### src/rtl/sram_pkg.sv
// rtl/sram_pkg.sv - shared defaults and FSM state encoding for the SRAM host controller
package sram_pkg;

  localparam int ROWS_DEF = 16;
  localparam int COLS_DEF = 8;

  typedef enum logic [2:0] {
    IDLE  = 3'd0,
    SHIFT = 3'd1,
    WRITE = 3'd2,
    READ  = 3'd3,
    RESP  = 3'd4
  } state_t;

endpackage

### src/rtl/sram_ser.sv
// rtl/sram_ser.sv - MSB-first bit serializer with per-bit hold counter
module sram_ser #(
  parameter int COLS     = 8,
  parameter int BIT_HOLD = 2
) (
  input  logic            clk,
  input  logic            arst_n,
  input  logic            start,
  input  logic [COLS-1:0] word,
  output logic            serial_in,
  output logic            shift,
  output logic            done
);

  localparam int HW = (BIT_HOLD > 1) ? $clog2(BIT_HOLD) : 1;
  localparam int BW = (COLS > 1) ? $clog2(COLS) : 1;

  logic [HW-1:0]   hold_cnt;
  logic [BW-1:0]   bit_cnt;
  logic [COLS-1:0] sreg;
  logic            slot_end;

  assign slot_end = (hold_cnt == HW'(BIT_HOLD - 1));
  // done marks the final cycle of the final slot so the caller can register w_en on the same edge shift drops
  assign done     = shift && slot_end && (bit_cnt == BW'(COLS - 1));

  // Load the word on start, then walk slots; serial_in always presents the top bit of the remaining word
  always_ff @(posedge clk or negedge arst_n) begin
    if (!arst_n) begin
      sreg      <= '0;
      serial_in <= 1'b0;
      shift     <= 1'b0;
      hold_cnt  <= '0;
      bit_cnt   <= '0;
    end else if (start) begin
      sreg      <= word;
      serial_in <= word[COLS-1];
      shift     <= 1'b1;
      hold_cnt  <= '0;
      bit_cnt   <= '0;
    end else if (shift) begin
      if (slot_end) begin
        hold_cnt <= '0;
        if (done) begin
          shift     <= 1'b0;
          serial_in <= 1'b0;
          bit_cnt   <= '0;
        end else begin
          bit_cnt   <= bit_cnt + 1'b1;
          sreg      <= {sreg[COLS-2:0], 1'b0};
          serial_in <= sreg[COLS-2];
        end
      end else begin
        hold_cnt <= hold_cnt + 1'b1;
      end
    end
  end

endmodule

### src/rtl/sram_host_ctrl.sv
// rtl/sram_host_ctrl.sv - host request/response front end driving a serially loaded SRAM array
module sram_host_ctrl
  import sram_pkg::*;
#(
  parameter int ROWS       = ROWS_DEF,
  parameter int COLS       = COLS_DEF,
  parameter int BIT_HOLD   = 2,
  parameter int RD_TIMEOUT = 15,
  localparam int AW        = (ROWS > 1) ? $clog2(ROWS) : 1
) (
  input  logic            clk,
  input  logic            arst_n,
  input  logic            req_valid,
  output logic            req_ready,
  input  logic            req_write,
  input  logic [AW-1:0]   req_addr,
  input  logic [COLS-1:0] req_wdata,
  output logic            rsp_valid,
  input  logic            rsp_ready,
  output logic [COLS-1:0] rsp_rdata,
  output logic            rsp_err,
  output logic            serial_in,
  output logic            shift,
  output logic            w_en,
  output logic            r_en,
  output logic [AW-1:0]   addr,
  input  logic            data_valid,
  input  logic [COLS-1:0] data_out
);

  localparam int TW = $clog2(RD_TIMEOUT + 1);

  state_t        state;
  logic [TW-1:0] tcnt;
  logic          accept;
  logic          ser_done;

  assign accept = (state == IDLE) && req_valid && req_ready;

  sram_ser #(
    .COLS     (COLS),
    .BIT_HOLD (BIT_HOLD)
  ) u_ser (
    .clk       (clk),
    .arst_n    (arst_n),
    .start     (accept && req_write),
    .word      (req_wdata),
    .serial_in (serial_in),
    .shift     (shift),
    .done      (ser_done)
  );

  // Request sequencing: accept, shift/write or read-with-timeout, then hold the response until taken
  always_ff @(posedge clk or negedge arst_n) begin
    if (!arst_n) begin
      state     <= IDLE;
      req_ready <= 1'b0;
      rsp_valid <= 1'b0;
      rsp_rdata <= '0;
      rsp_err   <= 1'b0;
      w_en      <= 1'b0;
      r_en      <= 1'b0;
      addr      <= '0;
      tcnt      <= '0;
    end else begin
      case (state)
        IDLE: begin
          req_ready <= 1'b1;
          if (accept) begin
            req_ready <= 1'b0;
            addr      <= req_addr;
            tcnt      <= '0;
            if (req_write) begin
              state <= SHIFT;
            end else begin
              state <= READ;
              r_en  <= 1'b1;
            end
          end
        end
        SHIFT: begin
          if (ser_done) begin
            state <= WRITE;
            w_en  <= 1'b1;
          end
        end
        WRITE: begin
          w_en      <= 1'b0;
          state     <= RESP;
          rsp_valid <= 1'b1;
          rsp_rdata <= '0;
          rsp_err   <= 1'b0;
        end
        READ: begin
          // Data arriving on the last allowed cycle still wins over the timeout
          if (data_valid) begin
            r_en      <= 1'b0;
            state     <= RESP;
            rsp_valid <= 1'b1;
            rsp_rdata <= data_out;
            rsp_err   <= 1'b0;
          end else if (tcnt == TW'(RD_TIMEOUT - 1)) begin
            r_en      <= 1'b0;
            state     <= RESP;
            rsp_valid <= 1'b1;
            rsp_rdata <= '0;
            rsp_err   <= 1'b1;
          end else begin
            tcnt <= tcnt + 1'b1;
          end
        end
        RESP: begin
          if (rsp_ready) begin
            rsp_valid <= 1'b0;
            state     <= IDLE;
            req_ready <= 1'b1;
          end
        end
        default: state <= IDLE;
      endcase
    end
  end

endmodule

### config.mk
export PLATFORM = sky130hd
export DESIGN_NAME = sram_host_ctrl
export DESIGN_NICKNAME = d
export VERILOG_FILES = /design/src/rtl/sram_pkg.sv /design/src/rtl/sram_ser.sv /design/src/rtl/sram_host_ctrl.sv
export SDC_FILE = /design/constraint.sdc
export NUM_CORES = 1
export LEC_CHECK = 0
export ABC_AREA = 1
export ABC_CLOCK_PERIOD_IN_PS = 1770
export CAP_MARGIN = 20
export CELL_PAD_IN_SITES_DETAIL_PLACEMENT = 2
export CELL_PAD_IN_SITES_GLOBAL_PLACEMENT = 2
export CORE_MARGIN = 5
export CORE_UTILIZATION = 28
export CTS_CLUSTER_SIZE = 16
export DETAILED_ROUTE_END_ITERATION = 8
export GPL_TIMING_DRIVEN = 0
export PLACE_DENSITY = 0.87
export SYNTH_ARGS = -nofsm -noshare
export SYNTH_HDL_FRONTEND = slang
export SYNTH_SLANG_ARGS = --single-unit
### constraint.sdc
create_clock -name clk -period 1.77 [get_ports clk]
set_input_delay 0.2655 -clock clk [delete_from_list [all_inputs] [get_ports clk]]
set_output_delay 0.2655 -clock clk [all_outputs]
set_load 0.005 [all_outputs]
## After elaboration in Yosys (flattened, before gate mapping)

Cells that the tools add are included.
W data, S select, Z words.

| operators by class | value |
|---|---|
| reduce and logical (&&, ||, !) cells | 23 |
| add/sub/neg operators | 3 |
| equality and inequality tests | 14 |
| mux-type cells | 49 |

Operators with widths:

| kind | number |
|---|---|
| $mux W7 | 4 |
| $mux W3 | 9 |
| $mux W1 | 22 |
| $mux W8 | 2 |
| $pmux W8 S2 | 1 |
| $pmux W3 S5 | 1 |
| $mux W4 | 3 |
| $ne A2 B2 Y1 const B | 6 |
| $reduce_and A4 Y1 | 3 |
| $reduce_bool A2 Y1 | 6 |
| $reduce_and A2 Y1 | 5 |
| $pmux W1 S2 | 4 |
| $pmux W4 S2 | 1 |
| $eq A3 B2 Y1 const B | 2 |
| $eq A3 B3 Y1 const B | 2 |
| $reduce_and A3 Y1 | 2 |
| $logic_and A1 B1 Y1 | 5 |
| $add A4 B1 Y4 const B | 1 |
| $eq A4 B4 Y1 const B | 1 |
| $add A3 B1 Y3 const B | 1 |
| $eq A3 B1 Y1 const B | 1 |
| $logic_not A3 Y1 | 1 |
| $ne A3 B3 Y1 const B | 1 |
| $pmux W1 S3 | 1 |
| other kinds (4) | 4 |

| word-level totals | value |
|---|---|
| bits of input ports | 26 |
| register bits | 37 |
| output and inout port bits | 19 |

## Longest topological paths before layout

| logic depth | value |
|---|---|
| word-level depth | 6 |
| depth in mapped cells | 9 |

## Hierarchy

Synthesis repeated with hierarchy kept, for this count alone.

| second synthesis, totals | value |
|---|---|
| cell total of the unflattened synthesis | 212 |
| area total of the unflattened synthesis | 1788.0 um^2 |

By module, submodules not included:

| module | area each (um^2) | instances | cells an instance |
|---|---|---|---|
| sram_host_ctrl | 1132.3 | 1 | 128 |
| sram_ser | 655.6 | 1 | 84 |

## Worst setup path after synthesis

No wires, ideal clock.

| timing path | value |
|---|---|
| kind | register -> register |
| start | register u_ser.bit_cnt[0] |
| end | register u_ser.sreg[0] |
| setup slack | 0.342 ns |
| period minus slack after synthesis | 1.428 ns |
| stages on the path, launching flop included | 7 |
| required time | 1.644 ns |
| path buffers | 0 |
| data arrival time | 1.302 ns |
| cell sequence | dfrtp_1 ha_1 ha_1 nor2_2 inv_1 nand2_1 o21ai_0 |

| between the ends | value |
|---|---|
| cells in the longest elaborated chain, start to end | 4 |

RTL lines:

| item | line | source |
|---|---|---|
| start, declared | sram_ser.sv:19 | `logic [BW-1:0] bit_cnt;` |
| start signal, assigned | sram_ser.sv:49 | `bit_cnt <= bit_cnt + 1'b1;` |
| $eq A3 B3 Y1 | sram_ser.sv:25 | `assign done = shift && slot_end && (bit_cnt == BW'(COLS - 1));` |
| $logic_and A1 B1 Y1 | sram_ser.sv:25 |  |
| $ne A2 B1 Y1 (no line) | n/a |  |
| $reduce_and A3 Y1 (no line) | n/a |  |
| end signal, assigned | sram_ser.sv:36 | `sreg <= word;` |
| end signal, assigned | sram_ser.sv:50 | `sreg <= {sreg[COLS-2:0], 1'b0};` |
| end, declared | sram_ser.sv:20 | `logic [COLS-1:0] sreg;` |

Every way passes these cells.
A chain may end at the register's enable or synchronous reset.

## Worst setup path in the final report

| timing path | value |
|---|---|
| start | register tcnt[0] |
| end | register rsp_err |

| between the ends | value |
|---|---|
| cells in the longest elaborated chain, start to end | 3 |

RTL lines:

| item | line | source |
|---|---|---|
| start, declared | sram_host_ctrl.sv:34 | `logic [TW-1:0] tcnt;` |
| start signal, assigned | sram_host_ctrl.sv:109 | `tcnt <= tcnt + 1'b1;` |
| $eq A4 B4 Y1 | sram_host_ctrl.sv:102 | `end else if (tcnt == TW'(RD_TIMEOUT - 1)) begin` |
| $ne A3 B3 Y1 (no line) | n/a |  |
| $reduce_and A2 Y1 (no line) | n/a |  |
| end signal, assigned | sram_host_ctrl.sv:92 | `rsp_err <= 1'b0;` |
| end signal, assigned | sram_host_ctrl.sv:101 | `rsp_err <= 1'b0;` |
| end signal, assigned | sram_host_ctrl.sv:107 | `rsp_err <= 1'b1;` |
| end, declared | sram_host_ctrl.sv:21 | `output logic rsp_err,` |

Every way passes these cells.

==> impl_metrics.py <==
metrics = {
    "timing": {
        "fmax_mhz": 638,
        "fin_skew_ps": 6.98,
        "min_period_ps": 1570,
        "slew_violations": 0,
        "setup_slack_ps": 202,
        "final.setup.tns_ps": 0,
        "hold_ws_ps": 86.2,
        "max_slew.worst_pin.slew_ps": 867,
        "grt_setup_unrepaired": "false",
        "post-route-period-util_pct": 88.6,
        "max-slew-margin-rel_pct": 42.2,
        "setup_viol": 0,
        "final-hold-violation-count": 0,
    },
    "global_route": {
        "grt-ovfl-total": 0,
        "first_global_vias": 1832,
        "grt_max_degree": 38,
        "grt_usage_pct": 13.5,
        "grt_pass1_wl_um": 8960,
        "antenna_found_initial": 0,
    },
    "detailed_routing": {
        "vias": 1618,
        "drt_wl_total_um": 5020,
        "initialDrtViolationCount": 24,
        "wl_per_cell_um": 14.6,
        "drc_errors": 0,
        "first_pass_iters": 4,
        "vias_per_cell": 4.69,
        "ant_nets": 0,
    },
    "logic_synthesis": {
        "synth_async_sr_flop_share_pct": 100,
        "mappedNetlistArea_um2": 1780,
        "postSynthAreaPerCell_um2": 8.18,
        "ys_seq_area_share_pct": 51.9,
        "ys_seq_elements": 37,
        "synthDistinctLibCells": 25,
        "syn_nets": 248,
        "ys.flop_type": "dfrtp_1",
        "netlist_instances": 218,
        "synth-warning-count": 0,
        "synth_edf_count": 0,
    },
    "cts": {
        "cts_tree": "yes",
        "clock_path_buffers": 2,
        "cts_sinks": 37,
        "cts-htree-levels": 2,
        "clkTransAtPathRegs_ps": 70,
        "clock-root-buffer": "clkbuf_8",
        "cts.hold.buffers_added": 0,
        "clock_latency_ps": 290,
        "cts_made_buffers": 5,
    },
    "job": {
        "maxCapViolations": 0,
    },
    "final_layout": {
        "drive_gt1_share_pct": 8.21,
        "fin_util_pct": 38.3,
        "stdcell_count": 345,
        "syn_to_final_growth_pct": 34.7,
        "mostFrequentLayoutCell": "nand2_1",
        "fill_cells": 718,
        "final_cell_mix": "nand2_1 (73), clkdlybuf4s50_1 (42), dfrtp_1 (37)",
        "layout.nets": 298,
        "n_antenna_cell": 0,
    },
    "die": {
        "initial_utilization_pct": 28.4,
        "die_y_um": 89.8,
        "num_rows": 29,
        "die_w_um": 89.8,
        "pin_count": 45,
        "design.core.area_um2": 6280,
        "die_area_um2": 8060,
    },
    "critical_path": {
        "cp_common_cell": "nand2_1",
        "cp.required_ps": 1980,
        "start_kind": "flip-flop",
        "crit_slowest_cell": "dfrtp_1",
        "cp_cell_sequence": "inv_1, ha_1, nand3_1, nand2_1, nand2_1, nand2_1, inv_4, nand2_1, o21ai_1",
        "end_kind": "flip-flop",
        "cp.arrival_ps": 1780,
        "worstSetupPathType": "reg2reg",
        "worstPathMaxFanout": 10,
        "critPathMaxStageDelay_ps": 430,
    },
    "pwr": {
        "p_leak_uw": 0.00120,
        "p_switching_uw": 1440,
        "power_frac_seq_pct": 38.1,
        "powerDensity_nw_per_um2": 1540,
        "combinationalPowerShare_pct": 45.4,
        "worst_ir_drop_vdd_uv": 428,
        "p_clk_share_pct": 16.4,
        "switching_share_pct": 39.1,
        "internal-power_uw": 2250,
    },
    "placement": {
        "post-place-cells": 338,
        "io_buffers": 43,
        "pre_cts_ws_ps": -81.2,
        "gp_congestion": 0.713,
        "place_hpwl_um": 3760,
    },
    "worst_hold_path": {
        "hp-class": "in2async",
    },
    "status": {
        "status": "finished clean",
    },
}
cells by family (layout without fill, tap and decap cells):
group	count (synthesis)	after routing	synth area share, %
compound gates	19	19	6.11
flops	37	37	51.9
fa+ha+maj	4	4	2.81
xor+xnor	1	1	0.491
simple gates	131	131	32.6
buf+inv	26	76	6.03
Yosys cell counts (2+ instances only):
master | number | area share (%)
nand2_2 | 2 | 0.70
o21ai_0 | 9 | 2.5
buf_2 | 2 | 0.56
nor2_4 | 2 | 1.3
a21oi_1 | 2 | 0.56
nor2_1 | 27 | 5.7
o21ai_1 | 3 | 0.84
nand3_1 | 19 | 5.3
inv_1 | 22 | 4.6
nand2_1 | 74 | 16
a22o_1 | 2 | 0.98
ha_1 | 4 | 2.8
dfrtp_1 | 37 | 52
nand2_4 | 2 | 1.3
timing repair:
item	CTS	global route
setup endpoints to repair	6	8
setup buffers	0	0
pin swaps	0	0
resized for setup	1	3
power groups by stage:
| stage | Clock [uW] | Sequential, uW | Combinational (uW) |
|---|---|---|---|
| floorplan | 0 | 1400 | 937 |
| global placement | 0 | 1410 | 1590 |
| detailed placement | 0 | 1430 | 1680 |
| CTS | 627 | 1420 | 1720 |
| global route | 667 | 1460 | 1930 |
| finish | 606 | 1410 | 1680 |
registers in the layout (all words and copies together) (netlist names):
signal           cells
addr                 4
r_en                 1
req_ready            1
rsp_err              1
rsp_rdata            8
rsp_valid            1
state                3
tcnt                 4
u_ser.bit_cnt        3
u_ser.hold_cnt       1
u_ser.serial_in      1
u_ser.shift          1
u_ser.sreg           7
w_en                 1
final cells by class:
class / count / area, um^2 / area share (%)
Sequential cell: 37 / 926 / 38.6
Multi-Input combinational cell: 155 / 757 / 31.5
Timing Repair Buffer: 43 / 425 / 17.7
Tap cell: 77 / 96.3 / 4.01
Inverter: 23 / 88.8 / 3.70
Clock buffer: 7 / 86.3 / 3.60
Buffer: 3 / 21.3 / 0.886
metrics by stage:
stage          power (uW)  area (um^2)
2_1_floorplan        2340         1780
3_3_place_gp         3000         2310
3_5_place_dp         3110         2300
4_1_cts              3760         2400
5_1_grt              4060         2400
6_report             3690         2400
path summary, 6_finish.rpt:
kind	startpoint	to	slack, ps	cells after the start
hold / removal	arst_n	rsp_rdata[7]$_DFFE_PN0P_	90	1
min in group clk	data_valid	rsp_err$_DFFE_PN0P_	320	2
hold reg to reg	rsp_rdata[7]$_DFFE_PN0P_	rsp_rdata[7]$_DFFE_PN0P_	480	2
setup reg to reg	tcnt[0]$_DFFE_PN0P_	rsp_err$_DFFE_PN0P_	200	9
max in group asynchronous	arst_n	w_en$_DFFE_PN0P_	1140	1
setup / recovery	tcnt[0]$_DFFE_PN0P_	rsp_err$_DFFE_PN0P_	200	9
critical path, delay by kind of cell, from the launching register on:
family	cells	cell delay [ps]
fa+ha+maj	1	210
flops	1	430
simple gates	5	560
compound gates	1	70
buf+inv	2	230
routing by layer:
| metal | vias to the layer above | GRT usage [%] | part of all wire (%) |
|---|---|---|---|
| met5 | - | 0 | 0 |
| met4 | 0 | 3.78 | 1.2 |
| met3 | 5 | 3.59 | 5.5 |
| met2 | 36 | 24.2 | 51 |
| met1 | 798 | 15.7 | 42 |
| li1 | 779 | - | - |
(Power assumes the default switching activity.)
